<file path="src/rtl/ex_operand_stage.sv">
// ID/EX pipeline register and ALU operand select with EX/MEM and MEM/WB forwarding.
// Build option: define OPERAND_FWD_EN to enable forwarding and stall-time operand refresh.
module ex_operand_stage #(
  parameter int XLEN = 64,
  parameter int RA_W = 5
) (
  input  logic            clk,
  input  logic            rst,
  input  logic            id_valid,
  output logic            id_ready,
  input  logic [XLEN-1:0] id_pc,
  input  logic [RA_W-1:0] id_rs1_addr,
  input  logic [RA_W-1:0] id_rs2_addr,
  input  logic [XLEN-1:0] id_rs1_data,
  input  logic [XLEN-1:0] id_rs2_data,
  input  logic [XLEN-1:0] id_imm,
  input  logic            id_alu_src,
  input  logic            id_op1_pc,
  input  logic [3:0]      id_alu_ctrl,
  input  logic [RA_W-1:0] id_rd_addr,
  input  logic            id_reg_write,
  input  logic            flush,
  input  logic            ex_ready,
  input  logic            exmem_reg_write,
  input  logic [RA_W-1:0] exmem_rd_addr,
  input  logic [XLEN-1:0] exmem_result,
  input  logic            memwb_reg_write,
  input  logic [RA_W-1:0] memwb_rd_addr,
  input  logic [XLEN-1:0] memwb_result,
  output logic            ex_valid,
  output logic [XLEN-1:0] op1,
  output logic [XLEN-1:0] op2,
  output logic [3:0]      alu_sel,
  output logic [XLEN-1:0] ex_store_data,
  output logic [XLEN-1:0] ex_pc,
  output logic [RA_W-1:0] ex_rd_addr,
  output logic            ex_reg_write
);

  // Handshake: a transfer from ID happens on a rising edge where id_valid && id_ready;
  // the held instruction leaves on an edge where ex_valid && ex_ready. id_ready never
  // looks at id_valid, and flush cancels both the held and any incoming instruction.

  logic            valid_q;
  logic [XLEN-1:0] pc_q, rs1_data_q, rs2_data_q, imm_q;
  logic [RA_W-1:0] rs1_addr_q, rs2_addr_q, rd_addr_q;
  logic            alu_src_q, op1_pc_q, reg_write_q;
  logic [3:0]      alu_ctrl_q;
  logic [XLEN-1:0] fwd_rs1, fwd_rs2;
  logic            accept;

  assign id_ready = ~valid_q | ex_ready;
  assign accept   = id_valid & id_ready & ~flush;

`ifdef OPERAND_FWD_EN
  logic stall;
  assign stall = valid_q & ~ex_ready;

  // EX/MEM is younger than MEM/WB, so it wins; x0 is never forwarded.
  always_comb begin
    fwd_rs1 = rs1_data_q;
    if (rs1_addr_q != '0) begin
      if (exmem_reg_write && exmem_rd_addr == rs1_addr_q)      fwd_rs1 = exmem_result;
      else if (memwb_reg_write && memwb_rd_addr == rs1_addr_q) fwd_rs1 = memwb_result;
    end
    fwd_rs2 = rs2_data_q;
    if (rs2_addr_q != '0) begin
      if (exmem_reg_write && exmem_rd_addr == rs2_addr_q)      fwd_rs2 = exmem_result;
      else if (memwb_reg_write && memwb_rd_addr == rs2_addr_q) fwd_rs2 = memwb_result;
    end
  end
`else
  logic unused_fwd;
  assign fwd_rs1    = rs1_data_q;
  assign fwd_rs2    = rs2_data_q;
  assign unused_fwd = ^{exmem_reg_write, exmem_rd_addr, exmem_result,
                        memwb_reg_write, memwb_rd_addr, memwb_result,
                        rs1_addr_q, rs2_addr_q};
`endif

  always_ff @(posedge clk) begin
    if (rst) begin
      valid_q     <= 1'b0;
      pc_q        <= '0;
      rs1_addr_q  <= '0;
      rs2_addr_q  <= '0;
      rs1_data_q  <= '0;
      rs2_data_q  <= '0;
      imm_q       <= '0;
      alu_src_q   <= 1'b0;
      op1_pc_q    <= 1'b0;
      alu_ctrl_q  <= 4'b0000;
      rd_addr_q   <= '0;
      reg_write_q <= 1'b0;
    end else begin
      if (flush)         valid_q <= 1'b0;
      else if (accept)   valid_q <= 1'b1;
      else if (ex_ready) valid_q <= 1'b0;

      if (accept) begin
        pc_q        <= id_pc;
        rs1_addr_q  <= id_rs1_addr;
        rs2_addr_q  <= id_rs2_addr;
        rs1_data_q  <= id_rs1_data;
        rs2_data_q  <= id_rs2_data;
        imm_q       <= id_imm;
        alu_src_q   <= id_alu_src;
        op1_pc_q    <= id_op1_pc;
        alu_ctrl_q  <= id_alu_ctrl;
        rd_addr_q   <= id_rd_addr;
        reg_write_q <= id_reg_write;
      end
`ifdef OPERAND_FWD_EN
      // Latch forwarded values while stalled so a producer retiring past WB is kept.
      else if (stall && !flush) begin
        rs1_data_q <= fwd_rs1;
        rs2_data_q <= fwd_rs2;
      end
`endif
    end
  end

  assign ex_valid      = valid_q;
  assign op1           = op1_pc_q ? pc_q : fwd_rs1;
  assign op2           = alu_src_q ? imm_q : fwd_rs2;
  assign alu_sel       = alu_ctrl_q;
  assign ex_store_data = fwd_rs2;
  assign ex_pc         = pc_q;
  assign ex_rd_addr    = rd_addr_q;
  assign ex_reg_write  = reg_write_q & valid_q;

endmodule

</file>
<file path="config.mk">
export PLATFORM = sky130hd
export DESIGN_NAME = ex_operand_stage
export DESIGN_NICKNAME = d
export VERILOG_FILES = /design/src/rtl/ex_operand_stage.sv
export SDC_FILE = /design/constraint.sdc
export NUM_CORES = 1
export LEC_CHECK = 0
export CAP_MARGIN = 20
export CORE_AREA = 2 2 268 270
export DETAILED_ROUTE_END_ITERATION = 7
export DIE_AREA = 0 0 270 272
export GPL_TIMING_DRIVEN = 0
export PLACE_DENSITY_LB_ADDON = 0.12
export SLEW_MARGIN = 20
export SYNTH_ARGS = -nofsm -noshare
export SYNTH_HDL_FRONTEND = slang
export SYNTH_SLANG_ARGS = --single-unit
</file>
<file path="constraint.sdc">
create_clock -name clk -period 1.5 [get_ports clk]
set_input_delay 0.45 -clock clk [delete_from_list [all_inputs] [get_ports clk]]
set_output_delay 0.45 -clock clk [all_outputs]
set_load 0.01 [all_outputs]
</file>
Yosys cells after proc, flatten, opt, wreduce, memory -nomap -nowiden
Index checks and enable logic that the tools add are counted.
{ "totals": {"ff_bits": 269, "latch_bits": 0, "mem_bits_rw": 0, "rom_bits": 0, "output_inout_bits": 268, "wordCells": 22, "n_memories": 0} }
{ "classes": {"n_addsub": 0, "multipliers": 0, "div": 0, "magnitude_cmp": 0, "eq_ne": 0, "shift": 0, "n_mux": 4, "n_bitwise": 6, "reduce_logical": 2} }
{ "ops": {"columns": ["op", "n"], "rows": [
  ["$mux 64", 2],
  ["$and 1x1->1", 3],
  ["$mux 1", 2],
  ["$not 1->1", 2],
  ["$reduce_bool 2->1", 1],
  ["$reduce_or 2->1", 1],
  ["$or 1x1->1", 1]
]} }

Logic depth before layout (Yosys ltp)
{ "logic_depth": {"ltp_word": 5, "mapped_depth": 6} }

Worst setup path before layout
No wires, ideal clock.
{ "synth_path": {"path_kind": "reg-to-output", "start": "reg op1_pc_q", "end": "out op1[13]", "arrival_ps": 1071, "required_ps": 1050, "slack_ps": -21, "path_stages_with_launch": 4, "n_path_buf": 2, "path_cell_list": "dfxtp_1 > buf_2 > buf_2 > mux2_2"} }
{ "synth_via": {"elab_chain_len": 1} }
{ "synth_rtl": {"columns": ["element", "line_no", "source"], "rows": [
  ["from (decl)", "47", "logic alu_src_q, op1_pc_q, reg_write_q;"],
  ["from (signal assigned)", "108", "op1_pc_q <= id_op1_pc;"],
  ["$mux 64", "124", "assign op1 = op1_pc_q ? pc_q : fwd_rs1;"],
  ["to (decl)", "31", "output logic [XLEN-1:0] op1,"]
]} }
No other way between the ends.

Final worst setup path
{ "layout_path": {"start": "reg alu_src_q", "end": "out op2[27]"} }
{ "layout_via": {"elab_chain_len": 1} }
{ "layout_rtl": {"columns": ["element", "line_no", "source"], "rows": [
  ["from (decl)", "47", null],
  ["from (signal assigned)", "107", "alu_src_q <= id_alu_src;"],
  ["$mux 64", "125", "assign op2 = alu_src_q ? imm_q : fwd_rs2;"],
  ["to (decl)", "32", "output logic [XLEN-1:0] op2,"]
]} }
No other way between the ends.

==> metrics.csv <==
stage;metric;value;unit
grt;grt_remaining_overflow;0;
worst_hold_path;worstHoldPathType;input pin to register;
clocking;cts_max_level;2;
drt;vias_per_cell;3.93;
timing;period_needed;2380;ps
drt;drt_wl_total;64.7;mm
floorplan;fp-row-count;98;
outcome;status;finished, violations left;
cells_and_area;final_area;0.0254;mm2
synthesis;syn-num-nets;1734;
placement;io_buffers;539;
run;cap_violations;0;
drt;vias;11900;
critical_path;reg2reg_depth;9;
placement;dpl_cell_area;0.0201;mm2
critical_path;r2r-end;fwd_rs1[36]$_SDFFE_PP0P_;
floorplan;fp.dieW;270;um
clocking;ctsRootBufferMaster;clkbuf_16;
cells_and_area;final_nets;2461;
floorplan;die_h;272;um
cells_and_area;area.growth.synth_to_final;87.5;%
clocking;cts_made_buffers;40;
grt;grt_pass1_wl;90.7;mm
grt;grt_use_total;16.7;%
synthesis;ys_seq_area_share;39.8;%
timing;holdWs;449;ps
floorplan;dieArea;0.0734;mm2
cells_and_area;final_util;35.9;%
floorplan;num_io_pins;691;
drt;wire_per_inst;21.4;um
outcome;violations;negative setup slack;
grt;grt_max_degree;11;
timing;fmax;0.420;GHz
synthesis;synthCells;1311;
critical_path;slowest_stage;dfxtp_4;
timing;relSlewSlack;41.2;%
critical_path;worstPathMaxFanout;3;
cells_and_area;layout-drive-gt1-share;38.8;%
drt;drtPass1Iterations;4;
drt;dr_wl_met2;29.8;mm
critical_path;r2r_slack;-320;ps
timing;slew_viol_final;0;
worst_hold_path;hold_start;id_rd_addr[3];
critical_path;worst_setup_path_end_kind;output pin;
critical_path;startpoint_type;register;
synthesis;avgSynthCellArea;10.3;um2
floorplan;core-area;0.0708;mm2
grt;antenna_found_initial;12;
drt;drtIter0Drc;314;
pwr;worst_ir_drop_vdd;610;uV
clocking;insertion_delay;560;ps
timing;timing.final.ws_setup;-879;ps
critical_path;endpoint;op2[27];
drt;routed.top_layer;met5;
cells_and_area;fillers;7168;
cells_and_area;multi_input_area;0.00802;mm2
timing;skew;14.2;ps
clocking;ctsHoldBuffers;0;
grt;grt_pass1_vias;12700;
clocking;clk_path_buf_depth;3;
critical_path;crit_path_start;alu_src_q$_SDFFE_PP0P_;
clocking;clk_pin_slew;60;ps
synthesis;yosys_register_bits;269;
critical_path;cpPeakStageDelay;380;ps
timing;rsz0062_at_grt;true;
synthesis;ys_types;15;
drt;wl_met1;29.7;mm
timing;setup_viol_count_final;416;
synthesis;netlist_area;0.0135;mm2
synthesis;yosysWarnings;0;
placement;place_ws;-1190;ps
critical_path;timing.rr.start;ex_valid$_SDFFE_PP0P_;
critical_path;path_class;register to output pin;
clocking;cts_tree;yes;
placement;dp_hpwl;45.6;mm
timing;max_slew.worst_pin.slew;882;ps
critical_path;cp_data_required_time;1050;ps
critical_path;cp_data_arrival_time;1930;ps
pwr;total_leakage_power;0.0101;uW
drt;drcViolationCount;0;
placement;gp_congestion;0.763;
timing;finalCritPeriodShare;159;%
cells_and_area;final-seq-area;0.00560;mm2
floorplan;start_util;19.1;%
clocking;cts.sinks;269;
pwr;powerDensity;889;mW/mm2
timing;hold_viol;0;
drt;route.met3.wl;3.58;mm
pwr;totalPowerFinal;22600;uW
critical_path;crit_chain;buf_16, buf_12, buf_12, buf_12, mux2_4, buf_6;
critical_path;cpMostUsedCell;buf_12;
drt;drtAntennaViolNets;0;
kinds of logic after synthesis:
logic type / share of synthesized area [%]
and+or+nand+nor: 25.1
muxes: 30.5
buffers and inverters: 4.69
DFF: 39.8
layer usage:
layer / track usage [%] / vias up
met5: 0 / -
met4: 5.48 / 8
met3: 4.23 / 84
met2: 26.5 / 308
met1: 22.0 / 5704
li1: - / 5793
cell usage after synthesis:
library cell	instances	share of area [%]
buf_2	15	0.55
nand2b_1	536	25
inv_1	1	0.028
dfxtp_1	269	40
buf_4	5	0.28
nor3_1	1	0.037
nor3b_2	1	0.092
buf_6	21	1.7
and2_1	1	0.046
clkbuf_1	59	1.6
mux2i_1	268	20
mux2_2	128	11
nor2b_4	1	0.10
nor2_1	1	0.028
buf_8	4	0.44
where the power goes:
group / internal [uW] / leakage (uW) / switching [uW]
Sequential: 7550 / 0.00226 / 318
Combinational: 3050 / 0.00721 / 1790
Clock: 6140 / 0.000663 / 3720
Total: 16700 / 0.0101 / 5830
sequential cells by signal, indices dropped and copies added (netlist names):
register       cells
ex_pc             64
alu_src_q          1
op1_pc_q           1
reg_write_q        1
ex_store_data     64
ex_valid           1
fwd_rs1           64
imm_q             64
alu_sel            4
ex_rd_addr         5
critical path, delay by kind of cell, from the launching register on:
family                 cells  cell delay, ps
DFF                        1             380
muxes                      1             340
buffers and inverters      5             650
cell usage in the layout (no fill, tap or decap), types with 2 or more instances in the layout:
cell type,Yosys,layout
nand2b_1,536,536
buf_6,21,321
clkdlybuf4s50_1,0,271
mux2i_1,268,265
mux2_4,0,128
dfxtp_1,269,128
dfxtp_2,0,124
clkbuf_16,0,63
buf_12,0,62
clkbuf_1,59,61
buf_4,5,20
dfxtp_4,0,17
buf_8,4,16
buf_16,0,16
clkbuf_8,0,13
diode_2,0,9
buf_2,15,4
clkbuf_2,0,4
mux2i_2,0,3
bufinv_16,0,3
clkinv_2,0,2
per-stage QoR:
step                      cells  TNS [ps]
after floorplan            1311     -2130
final                      3024   -160650
after CTS                  2970   -176050
after global placement     2800   -356950
after detailed placement   2800   -342110
after global routing       3022   -187010
repair_timing:
item | in CTS | in global routing
pin swaps | 1 | 1
cloned | 21 | 21
setup endpoints to repair | 536 | 487
gates resized for setup | 1784 | 170
buffers inserted | 83 | 46
worst min-delay path by stage:
stage | slack (ps) | cells after the start | endpoint
finish | 450 | 3 | ex_rd_addr[3]$_SDFFE_PP0P_
CTS | 420 | 3 | ex_rd_addr[3]$_SDFFE_PP0P_
global placement | 460 | 2 | imm_q[11]$_SDFFE_PP0P_
detailed placement | 460 | 2 | imm_q[9]$_SDFFE_PP0P_
global route | 440 | 3 | alu_sel[2]$_SDFFE_PP0P_
floorplan | 440 | 2 | reg_write_q$_SDFFE_PP0P_
area by class of cell:
class	count	share of cell area, %
Clock inverter	7	0.459
Buffer	97	3.82
Inverter	1	0.0148
Multi-Input combinational cell	937	31.6
Sequential cell	269	22.1
Tap cell	950	4.68
Timing Repair Buffer	692	32.4
Antenna cell	9	0.0887
Clock buffer	62	4.87
Note: power is estimated with default switching activity, not from simulation.
==> RTL change 1: new RTL, same settings <==
`RA_W`: 5 -> 7.
--- a/src/rtl/ex_operand_stage.sv
+++ b/src/rtl/ex_operand_stage.sv
@@ -3,5 +3,5 @@
 module ex_operand_stage #(
   parameter int XLEN = 64,
-  parameter int RA_W = 5
+  parameter int RA_W = 7
 ) (
   input  logic            clk,
Ports: changed (6 resized); port bits go from 691 to 703. The function was not compared with the original's and may differ.
==> RTL change 1 against the unedited design <==
- the run still ends with negative setup slack left
- final area shrank 1.5%
- critical path depth is the same
- register-to-register slack gained 40 ps
- total power shrank 3.4%
- fmax grew 2.4%
- routed wire length shrank 3.1%
- area after synthesis grew 0.29%
- non-clock buffer count shrank 4
- setup slack gained 55 ps
- sequential cell count grew 2
- sequential power grew 0.6%
- die area is the same
- critical endpoint is now op2[34]
==> RTL change 1: results (changes against the unedited design) <==
timing:
  setup_viol: 423  # was 416
  hold_slack_ps: 395  # was 449 ps
  timing.final.ws_setup_ps: -824  # was -879 ps
  fin_skew_ps: 7.92  # was 14.2 ps
  slew_headroom_pct: 64.6  # was 41.2%
layout:
  multi_input_area_share_pct: 31.9  # was 31.6%
  buf_share_pct: 35.6  # was 36.2%
  diodes: 1  # was 9
  num-multi-input-gates: 943  # was 937
  clock_area_share_pct: 4.99  # was 5.32%
  fin_nets: 2473  # was 2461
  num-clock-buffers: 61  # was 62
worst_setup_path:
  critPathMaxFanout: 6  # was 3
  endpoint: "op2[34]"  # was op2[27]
  critPathArrivalTime_ps: 1870  # was 1930 ps
  rr_worst_depth: 10  # was 9
status:
  violations: "negative setup slack"  # unchanged
  status: "finished with violations"  # unchanged
global_routing:
  grt.met3_usage_pct: 6.27  # was 4.23%
  globalRouteMet1Util_pct: 19.2  # was 22.0%
  grt_util_met2_pct: 29.0  # was 26.5%
  grt_pass1_vias: 12800  # was 12700
  track_usage_pct: 16.6  # was 16.7%
  grt_pass1_wl_um: 90800  # was 90700 um
power:
  comb_power_share_pct: 21.6  # was 21.4%
  powerDensity_nw_per_um2: 872  # was 889 nW/um^2
  p_leak_nw: 10.0  # was 10.1 nW
  power.share.sequential_pct: 36.3  # was 34.9%
yosys:
  synth_cell_type_count: 14  # was 15
  ys_ff_latch: 271  # was 269
  synth_area_leaders: "dfxtp_1, nand2b_1, mux2i_1, mux2_2, buf_6"  # unchanged
  syn_nets: 1752  # was 1734
min_path:
  hold_path_end: "ex_valid"  # was ex_rd_addr[3]
  min-delay-start: "ex_ready"  # was id_rd_addr[3]
route:
  wl_met2_um: 30800  # was 29800 um
  dr.first_iter.drc_count: 337  # was 314
  via_per_inst: 3.93  # about the same
  wl_met3_um: 5240  # was 3580 um
  met1_length_um: 25400  # was 29700 um
  routed_wl_um: 62700  # was 64700 um
cts:
  cts_inserted_buffers: 38  # was 40
  clk_latency_ps: 540  # was 560 ps
place:
  hpwlAfterDp_um: 44000  # was 45600 um
==> RTL change 1: changes by cell type after synthesis, sizes merged <==
cell | unedited run | this run
nand2b | 536 | 540
buf | 45 | 43
dfxtp | 269 | 271
mux2i | 268 | 270
clkbuf | 59 | 61
==> RTL change 1: through the flow <==
stage	utilization [%]	setup slack, ps	instances	area (sq um)
CTS	34.2	-992	2991	24200
global route	35.3	-879	3015	25000
detailed placement	28.6	-1110	2812	20200
floorplan	-	-21.3	1319	13600
global placement	28.6	-1120	2812	20200
finish	35.3	-824	3016	25000
==> RTL change 1: timing repair <==
| action | CTS | global route |
|---|---|---|
| cloned | 37 | 7 |
| pin swaps | 1 | 0 |
| setup endpoints to repair | 540 | 498 |
| gates resized for setup | 1669 | 266 |
| buffers inserted | 78 | 50 |
==> RTL change 1: cell families (layout without fill, tap and decap cells) <==
logic type             Yosys count  after routing  synth area share, %
and+or+nand+nor                545            545                 25.2
muxes                          398            398                 30.5
DFF                            271            271                 40.0
buffers and inverters          105            851                 4.33
other                            0              1                    0
==> RTL change 2: new RTL, same settings <==
Without the edit above. Reset style: asynchronous (`rst`), changed in one clocked block.
--- a/src/rtl/ex_operand_stage.sv
+++ b/src/rtl/ex_operand_stage.sv
@@ -79,5 +79,5 @@
 `endif
 
-  always_ff @(posedge clk) begin
+  always_ff @(posedge clk or posedge rst) begin
     if (rst) begin
       valid_q     <= 1'b0;
Check against the original RTL: not equivalent (Yosys sat finds a counterexample within 4 cycles, from zero or initial values and one cycle with rst high; the reset may be asserted at any time).
==> RTL change 2 against the unedited design <==
- area after synthesis is 15% lower
- fmax decreased by 0.88%
- the run still ends with negative setup slack left
- setup slack got worse by 21 ps
- hold slack lost 160 ps
- critical path type unchanged
- final area is 8.9% lower
- utilization is 3.2 points lower
- register-to-register slack worse by 30 ps
- sequential cell count unchanged
- critical path depth unchanged
- routed wire length is 18% lower
- highest routed layer unchanged
- cell count decreased by 20%
Power is not compared: it rests on default switching activity, and its combinational part moved more than twofold at a synthesized area within 25%.
==> RTL change 2: results (changes against the unedited design) <==
status:
  status: "finished with violations"  # unchanged
  violations: "negative setup slack"  # unchanged
route:
  routed_wl_um: 53000  # was 64700 um
  drt_pass1_iterations: 4  # unchanged
  post_drt_wl_per_cell_um: 22.0  # was 21.4 um
  vias: 8935  # was 11900
  dr.first_iter.drc_count: 262  # was 314
place:
  port_buffers: 540  # was 539
  postPlaceCellArea_sq_um: 19600  # was 20100 sq um
  hpwlAfterDp_um: 36300  # was 45600 um
  gp_congestion: 0.789  # was 0.763
  dp.cells: 2216  # was 2800
  post-place-ws_ps: -1470  # was -1190 ps
cts:
  clk_pin_slew_ps: 60  # about the same
  htree_levels: 2  # unchanged
  cts-root-buf: "clkbuf_16"  # unchanged
  clk_latency_ps: 540  # was 560 ps
  clock_path_buffers: 3  # unchanged
  cts_inserted_buffers: 38  # was 40
global_routing:
  antenna_found_initial: 4  # was 12
  grt_pass1_vias: 9925  # was 12700
  grt_pass1_wl_um: 75000  # was 90700 um
  grt_max_degree: 29  # was 11
  track_usage_pct: 13.9  # was 16.7%
power:
  p_comb_mw: 10.8
  comb_power_share_pct: 37.2
  switchingPower_mw: 8.30
  power.share.sequential_pct: 32.4
  p_leak_nw: 10.7
  ir_drop_v: 0.000787
min_path:
  hp-class: "in2async"  # was in2reg
timing:
  timing.final.ws_setup_ps: -900  # was -879 ps
  slew_headroom_pct: 84.7  # was 41.2%
  setup_tns_ps: -179490  # was -160650 ps
  fin_skew_ps: 17.0  # was 14.2 ps
  hold_slack_ps: 290  # was 449 ps
  setup_viol: 533  # was 416
worst_setup_path:
  r2r_slack_ps: -350  # was -320 ps
  rr_endpoint: "ex_store_data[62]"  # was fwd_rs1[36]
  rr_worst_depth: 7  # was 9
  critPathArrivalTime_ps: 1950  # was 1930 ps
  critPathMaxFanout: 8  # was 3
  r2r_start: "ex_valid"  # unchanged
layout:
  drive_above_1_share_pct: 59.8  # was 38.8%
  fin_nets: 1853  # was 2461
yosys:
  synth_ff_type: "dfrtp_1"  # was dfxtp_1
  async_flop_share_pct: 100  # was 0%
  synth.avg_cell_area_sq_um: 16.1  # was 10.3 sq um
  synth_sequential_area_ratio_pct: 58.5  # was 39.8%
  yosys-top-cells-count: "mux2_2, dfrtp_1, buf_4"  # was nand2b_1, dfxtp_1, mux2i_1
  synth_cell_type_count: 10  # was 15
  yosys_warnings: 0  # unchanged
  synth_area_leaders: "dfrtp_1, mux2_2, buf_4, buf_2, nor3b_4"  # was dfxtp_1, nand2b_1, mux2i_1, mux2_2, buf_6
  syn_nets: 1138  # was 1734
RTL change 2: changes by cell type in the layout (fill, tap and decap cells not counted), sizes merged, moves of 2 or more:
cell	change
buf	-110
bufinv	-2
clkbuf	-6
clkinv	+2
dfrtp	+269
dfxtp	-269
diode	-8
dlymetal6s2s	+40
mux2	+268
mux2i	-268
nand2b	-536
RTL change 2: logic make-up after synthesis:
logic type    share of synthesized area, %
mux                                   38.8
flops                                 58.5
buf+inv                               2.39
simple gates                         0.359
RTL change 2: how the worst max path moves through the flow:
stage / from / endpoint / slack [ps]
final: alu_src_q / op2[18] / -900
after global routing: alu_src_q / op2[18] / -980
after global placement: rst / ex_store_data[47] / -5490
after CTS: alu_src_q / op2[54] / -990
after floorplan: rst / alu_sel[0] / -2500
after detailed placement: ex_ready / fwd_rs1[63] / -1470
RTL change 2: routing by layer:
layer	track usage, %	vias to the layer above	share of wire [%]
met1	16.4	4503	41
met4	3.57	6	2.1
met5	0	-	0.081
met2	23.5	350	49
met3	5.52	61	8.7
li1	-	4015	-
RTL change 2: area by class of cell:
class,count,area [sq um]
Sequential cell,269,6740
Inverter,2,11.3
Tap cell,950,1190
Fill cell,7003,47600
Multi-Input combinational cell,401,5620
Buffer,29,633
Clock inverter,8,71.3
Timing Repair Buffer,689,7710
Antenna cell,1,2.50
Clock buffer,58,1130
RTL change 2: timing repair:
item / CTS / global route
setup buffers: 62 / 57
endpoints found under the setup margin: 579 / 603
hold buffers: 0 / 0
pin swaps: 2 / 1
gates resized for setup: 796 / 455
gates cloned: 33 / 9
RTL change 2: critical path, stage by stage (launching register included):
cell	delay, ps
dfrtp_2	420
clkbuf_16	150
buf_12	140
buf_12	140
buf_12	120
mux2_2	270
buf_6	130
